## src/rtl/mem_rd_arbiter.sv

```systemverilog
// Four-requester arbiter for one shared single-read-port memory, with bounded bursts.
// Optional macro MEM_RD_ARB_FIXED_PRIO_EN selects fixed priority; by default arbitration is round-robin.
module mem_rd_arbiter #(
  parameter int ADDR_W    = 10,
  parameter int DATA_W    = 8,
  parameter int MAX_BURST = 16
) (
  input  logic                  clk,
  input  logic                  rst,
  input  logic [3:0]            req,
  input  logic [4*ADDR_W-1:0]   req_addr,
  output logic [3:0]            gnt,
  output logic [ADDR_W-1:0]     mem_addr,
  input  logic [DATA_W-1:0]     mem_data,
  output logic [DATA_W-1:0]     rd_data,
  output logic [3:0]            rd_valid,
  output logic                  busy
);

  localparam int CNT_W = $clog2(MAX_BURST + 1);

  typedef enum logic {IDLE, GRANT} state_t;

  // Handshake: a beat is gnt[k] & req[k] in the same cycle; its data returns
  // one cycle later on rd_data with rd_valid[k]. There is no back-pressure.
  state_t             state_q, state_d;
  logic [3:0]         gnt_q, gnt_d;
  logic [CNT_W-1:0]   cnt_q, cnt_d;
  logic               beat, last_beat, owner_req;
  logic [1:0]         win_idx;
`ifndef MEM_RD_ARB_FIXED_PRIO_EN
  logic [1:0]         ptr_q, ptr_d;
  logic [1:0]         rr_idx;
`endif

  assign owner_req = |(gnt_q & req);
  assign beat      = owner_req;
  assign last_beat = beat && (cnt_q == CNT_W'(MAX_BURST - 1));
  assign gnt       = gnt_q;
  assign busy      = |gnt_q;

  // Address is taken live from the granted requester every cycle.
  always_comb begin
    mem_addr = '0;
    for (int k = 0; k < 4; k++) begin
      if (gnt_q[k] && req[k]) mem_addr = req_addr[k*ADDR_W +: ADDR_W];
    end
  end

  // Winner of the current request vector; descending loop leaves the
  // highest-priority candidate as the final assignment.
  always_comb begin
    win_idx = 2'd0;
`ifdef MEM_RD_ARB_FIXED_PRIO_EN
    for (int i = 3; i >= 0; i--) begin
      if (req[i]) win_idx = 2'(i);
    end
`else
    rr_idx = 2'd0;
    for (int i = 3; i >= 0; i--) begin
      rr_idx = ptr_q + 2'(i);
      if (req[rr_idx]) win_idx = rr_idx;
    end
`endif
  end

  always_comb begin
    state_d = state_q;
    gnt_d   = gnt_q;
    cnt_d   = cnt_q;
`ifndef MEM_RD_ARB_FIXED_PRIO_EN
    ptr_d   = ptr_q;
`endif
    case (state_q)
      IDLE: begin
        if (|req) begin
          state_d = GRANT;
          gnt_d   = 4'b0001 << win_idx;
          cnt_d   = '0;
`ifndef MEM_RD_ARB_FIXED_PRIO_EN
          ptr_d   = win_idx + 2'd1;
`endif
        end
      end
      GRANT: begin
        if (!owner_req || last_beat) begin
          if (|req) begin
            gnt_d = 4'b0001 << win_idx;
            cnt_d = '0;
`ifndef MEM_RD_ARB_FIXED_PRIO_EN
            ptr_d = win_idx + 2'd1;
`endif
          end else begin
            state_d = IDLE;
            gnt_d   = 4'b0000;
            cnt_d   = '0;
          end
        end else if (beat) begin
          cnt_d = cnt_q + CNT_W'(1);
        end
      end
      default: begin
        state_d = IDLE;
        gnt_d   = 4'b0000;
        cnt_d   = '0;
      end
    endcase
  end

  always_ff @(posedge clk) begin
    if (rst) begin
      state_q  <= IDLE;
      gnt_q    <= 4'b0000;
      cnt_q    <= '0;
      rd_valid <= 4'b0000;
      rd_data  <= '0;
`ifndef MEM_RD_ARB_FIXED_PRIO_EN
      ptr_q    <= 2'd0;
`endif
    end else begin
      state_q  <= state_d;
      gnt_q    <= gnt_d;
      cnt_q    <= cnt_d;
      rd_valid <= beat ? gnt_q : 4'b0000;
      if (beat) rd_data <= mem_data;
`ifndef MEM_RD_ARB_FIXED_PRIO_EN
      ptr_q    <= ptr_d;
`endif
    end
  end

endmodule
```

## config.mk

```make
export PLATFORM = sky130hd
export DESIGN_NAME = mem_rd_arbiter
export DESIGN_NICKNAME = d
export VERILOG_FILES = /design/src/rtl/mem_rd_arbiter.sv
export SDC_FILE = /design/constraint.sdc
export NUM_CORES = 1
export LEC_CHECK = 0
export ABC_AREA = 1
export ABC_CLOCK_PERIOD_IN_PS = 2260
export CAP_MARGIN = 40
export CORE_UTILIZATION = 39
export CTS_CLUSTER_DIAMETER = 50
export DETAILED_ROUTE_END_ITERATION = 12
export PLACE_DENSITY_LB_ADDON = 0.08
export SETUP_SLACK_MARGIN = 0.1
export SYNTH_ARGS = -nofsm -noshare
export SYNTH_HDL_FRONTEND = slang
export SYNTH_SLANG_ARGS = --single-unit
export TNS_END_PERCENT = 10
```

## constraint.sdc

```tcl
create_clock -name clk -period 2.26 [get_ports clk]
set_clock_uncertainty 0.2 [all_clocks]
set_input_delay 0.452 -clock clk [delete_from_list [all_inputs] [get_ports clk]]
set_output_delay 0.452 -clock clk [all_outputs]
set_load 0.02 [all_outputs]
```

-- After elaboration in Yosys (flattened, before gate mapping)
Index checks and enable logic that the tools add are counted.
- flip-flop bits (word level): 24
- output and inout bits: 27
- word-level logic and storage cells: 66
- shift operators: 1
- reduce and logical (&&, ||, !) cells: 13
- equality and inequality tests: 4
- $add $sub $neg: 5
- $lt $le $gt $ge: 4
- bitwise gates (word level): 3
- mux-type cells: 30
- operators by type and width (cell ; count):
    10-bit 2-to-1 mux ; 4
    5-bit 2-to-1 mux ; 3
    2-bit by 3-bit less-than comparator with 1-bit output, second input constant ; 4
    2-bit 2-to-1 mux ; 6
    4-bit 2-to-1 mux ; 3
    4-bit OR reduction ; 3
    5-bit one-hot mux with 2 select lines ; 1
    1-bit binary-select mux with 2-bit select ; 4
    4-bit one-hot mux with 2 select lines ; 1
    1-bit 2-to-1 mux ; 6
    5-bit by 1-bit adder with 5-bit output, second input constant ; 1
    5-bit by 4-bit == test with 1-bit output, second input constant ; 1
    1-bit logical AND ; 5
    2-bit by 1-bit adder with 2-bit output, second input constant ; 2
    2-bit adder, second input constant ; 2
    4-bit AND ; 1
    2-bit one-hot mux with 2 select lines ; 1
    2-bit AND reduction ; 2
    1-bit by 2-bit left shift with 4-bit output, first input constant ; 1
    3-bit by 1-bit inequality test with 1-bit output, second input constant ; 1
    2-bit by 1-bit inequality test with 1-bit output, second input constant ; 1
    2-bit inequality test, second input constant ; 1
    1-bit inverter ; 2
    1-bit one-hot mux with 2 select lines ; 1
    other kinds (3) ; 3

-- Depth between registers and ports, before layout
- depth after elaboration: 11
- mapped depth: 14
- gate-level depth less buffers: 13

-- Worst setup path before layout
Ideal clock, no wire load.
- path kind: input-to-output
- start point: in req[3]
- end point: out mem_addr[7]
- data arrival time: 1417 ps
- path slack: 191 ps
- cell stages on the path: 5
- path through: nand2_1 buf_2 buf_1 nor2_1 a31oi_1
- cells in the longest elaborated chain, start to end: 2
- RTL lines (item ; RTL line ; RTL):
    start: declaration ; 10 ; input logic [3:0] req,
    1-bit logical AND ; 46 ; if (gnt_q[k] && req[k]) mem_addr = req_addr[k*ADDR_W +: ADDR_W];
    10-bit 2-to-1 mux ; 46 ;
    end: declaration ; 13 ; output logic [ADDR_W-1:0] mem_addr,
Every way passes these cells.

-- Worst setup path in the final report
- start point: in req_addr[8]
- end point: out mem_addr[8]
- cells in the longest elaborated chain, start to end: 4
- RTL lines (item ; RTL line ; RTL):
    start: declaration ; 11 ; input logic [4*ADDR_W-1:0] req_addr,
    10-bit 2-to-1 mux (4 in series) ; 46 ;
Every way passes these cells.

==> run summary <==
Synth cell types = 30
Critical Path Source = req_addr[8]
first-pass GRT wire length = 7.100 mm
worst reg2reg path startpoint = ptr_q[0]
Remaining DRCs = 0
Vias/cell = 4.649
CP Data Required Time = 1.61 ns
CP Class = in2out
TritonCTS clock tree = yes
Max Cap Viol = 0
CTS Root Cell = clkbuf_8
input/output buffers = 80
Final Hold Viols = 0
antenna violations before repair = 0
#FFs+latches synth = 24
first-pass detailed-route iteration total = 4
crit share post-route = 95.87%
drt wl/cell = 11.40 µm
Worst Tran Pin Value = 0.3971 ns
Worst Reg-to-Reg Cells = 9
grt ovf = 0
Critical Path End = mem_addr[8]
Num CTS Buffers = 3
num ports = 81
clock latency on the worst-skew pair = 0.27 ns
HPWL after DPL = 3.453 mm
P_leak = 1.187 nW
endpoints failing setup = 0
clk buf depth = 2
# diodes = 0
Crit Path Max Fanout = 1
commonest non-fill, non-tap cells in the layout = 65 x clkdlybuf4s50_1, 62 x nand2_1, 35 x nor2_1, 29 x buf_4, 24 x dfxtp_1
Peak supply drop = 941.5 µV
Core Rows = 22
Yosys Warn Count = 0
Post-Place Worst Slack = -0.6504 ns
post-route setup slack = 0.09343 ns
Reg2Reg Setup Slack = 0.19 ns
initial cell density of the core = 40.98%
routed wire length = 4.388 mm
Final min period = 2.167 ns
final hold slack = 0.2721 ns
final max-slew violation count = 0
vias = 1790
CP arrival = 1.51 ns
Core Area = 0.003716 mm²
Final Wtd Congestion = 0.8101
Worst-path clk slew = 0.08 ns
Cells after Synth = 234
All-Layer GR Usage = 21.40%
total nets after synthesis = 294
Rel. slew slack = 73.49%
RSZ-0062 raised after global routing = yes
Post-Route Setup TNS = 0 ns
Layout Nets = 398
outcome = complete, no violations
worst hold stages = 2
Die Ht = 64.49 µm
power per standard cell area = 1089 mW/mm²
Area Overhead vs Synth = 68.61%
synthesized cell area = 0.001523 mm²
Hold WC Path Type = reg2reg
# clock sinks = 24
die area = 0.004158 mm²
post-route total power = 0.002795 W
commonest non-fill, non-tap cell in the layout = clkdlybuf4s50_1
synthesized area per cell = 6.507 µm²
Crit. End Element = output port
die span in x = 64.49 µm
placed insts = 378
fraction of layout cells with a size suffix above 1 = 20.47%
DRT antenna net count = 0
final std cells w/o fill = 385
Worst setup SP type = input pin
H-tree depth = 1
R2R Path End = ptr_q[1]
sequential fraction of the synthesis area = 31.55%
largest net degree at the start of global routing = 15
Fmax = 461.6 MHz
hold_buf cts = 0
first-iteration detailed-routing DRC count = 99
number of global-route vias before repair = 1600
## how the worst min path moves through the flow
stage | to | slack (ns) | from
2_1_floorplan | cnt_q[3] | 0.24 | cnt_q[3]
3_3_place_gp | cnt_q[3] | 0.26 | cnt_q[3]
3_5_place_dp | cnt_q[3] | 0.26 | cnt_q[3]
4_1_cts | cnt_q[3] | 0.27 | cnt_q[3]
5_1_grt | cnt_q[3] | 0.30 | cnt_q[3]
6_report | cnt_q[3] | 0.27 | cnt_q[3]
## layout make-up
class | instances | area [µm²]
inverter | 24 | 92.59
timing repair buffer | 108 | 964.7
multi-input combinational | 176 | 907.1
tap | 48 | 60.06
clock buffer | 4 | 55.05
sequential | 24 | 480.5
timing repair inverter | 1 | 7.507
fill | 344 | 1149
## stage by stage
stage	utilization, %	instance area (µm²)
floorplan	-	1523
global placement	67.88	2522
detailed placement	67.88	2522
CTS	68.79	2556
global route	69.09	2567
finish	69.09	2567
## logic make-up (layout without fill, tap and decap cells)
| group | count (synthesis) | count (layout) | synth area share (%) |
|---|---|---|---|
| multiplexers | 1 | 1 | 0.7395 |
| flip-flops | 24 | 24 | 31.55 |
| AO/OA/AOI/OAI | 44 | 44 | 17.26 |
| AND/OR/NAND/NOR | 124 | 124 | 35.17 |
| buffers and inverters | 34 | 137 | 9.779 |
| adder cells (fa/ha/maj) | 6 | 6 | 4.930 |
| XOR/XNOR | 1 | 1 | 0.5753 |
## where the power goes
group          total [W]  internal (W)  switching, W
sequential      0.000657      0.000557     0.0000997
combinational    0.00185      0.000845       0.00100
clock           0.000290      0.000156      0.000134
## cells in the mapped netlist
cell type,instances,area [µm²]
nand2_2,4,25.02
a31oi_1,10,62.56
inv_1,18,67.56
ha_1,6,75.07
nand2_1,66,247.7
buf_6,1,11.26
nand2_4,1,11.26
nand3_1,8,40.04
nor3b_2,1,12.51
dfxtp_1,24,480.5
a211oi_1,1,7.510
o21ai_1,1,5.000
buf_1,2,7.510
o21ai_0,13,65.06
o211ai_1,9,67.56
a21oi_2,1,8.760
mux2_2,1,11.26
inv_4,1,6.260
buf_4,1,7.510
nand4_1,3,18.77
xor2_1,1,8.760
inv_2,5,18.77
o22ai_1,1,6.260
nand3_2,2,20.02
nor2_2,2,12.51
and2_2,1,7.510
nor2_1,35,131.4
and2_4,1,8.760
buf_2,6,30.03
a21oi_1,8,40.04
## registers in the layout (all words and copies together) (netlist names)
signal	cells
cnt_q	5
gnt	4
ptr_q	2
rd_data	8
rd_valid	4
state_q	1
## worst max-delay path, cell delays in order
cell and delay [ns]:
clkdlybuf4s50_1 0.40, nand2_1 0.07, nand2_1 0.04, o21ai_1 0.07, o21ai_1 0.07, mux2_2 0.26
buf_4 0.16
## repair_timing
| action | CTS | global route |
|---|---|---|
| endpoints found under the hold margin | 0 | 0 |
| setup endpoints to repair | 15 | 14 |
| cloned | 1 | 0 |
| buffers inserted | 2 | 0 |
| pin swaps | 3 | 1 |
| gates resized for setup | 61 | 9 |
## layer usage
metal  routed length (µm)  global-route usage, %  part of all wire (%)  vias to the layer above
met4                   15                  2.500                  0.34                        0
li1                     -                      -                     -                      969
met5                    0                      0                     0                        -
met1                 2180                  28.97                    50                      767
met2                 1930                  35.79                    44                       51
met3                  261                  4.401                   5.9                        3
Power figures use the tool's default switching activity.
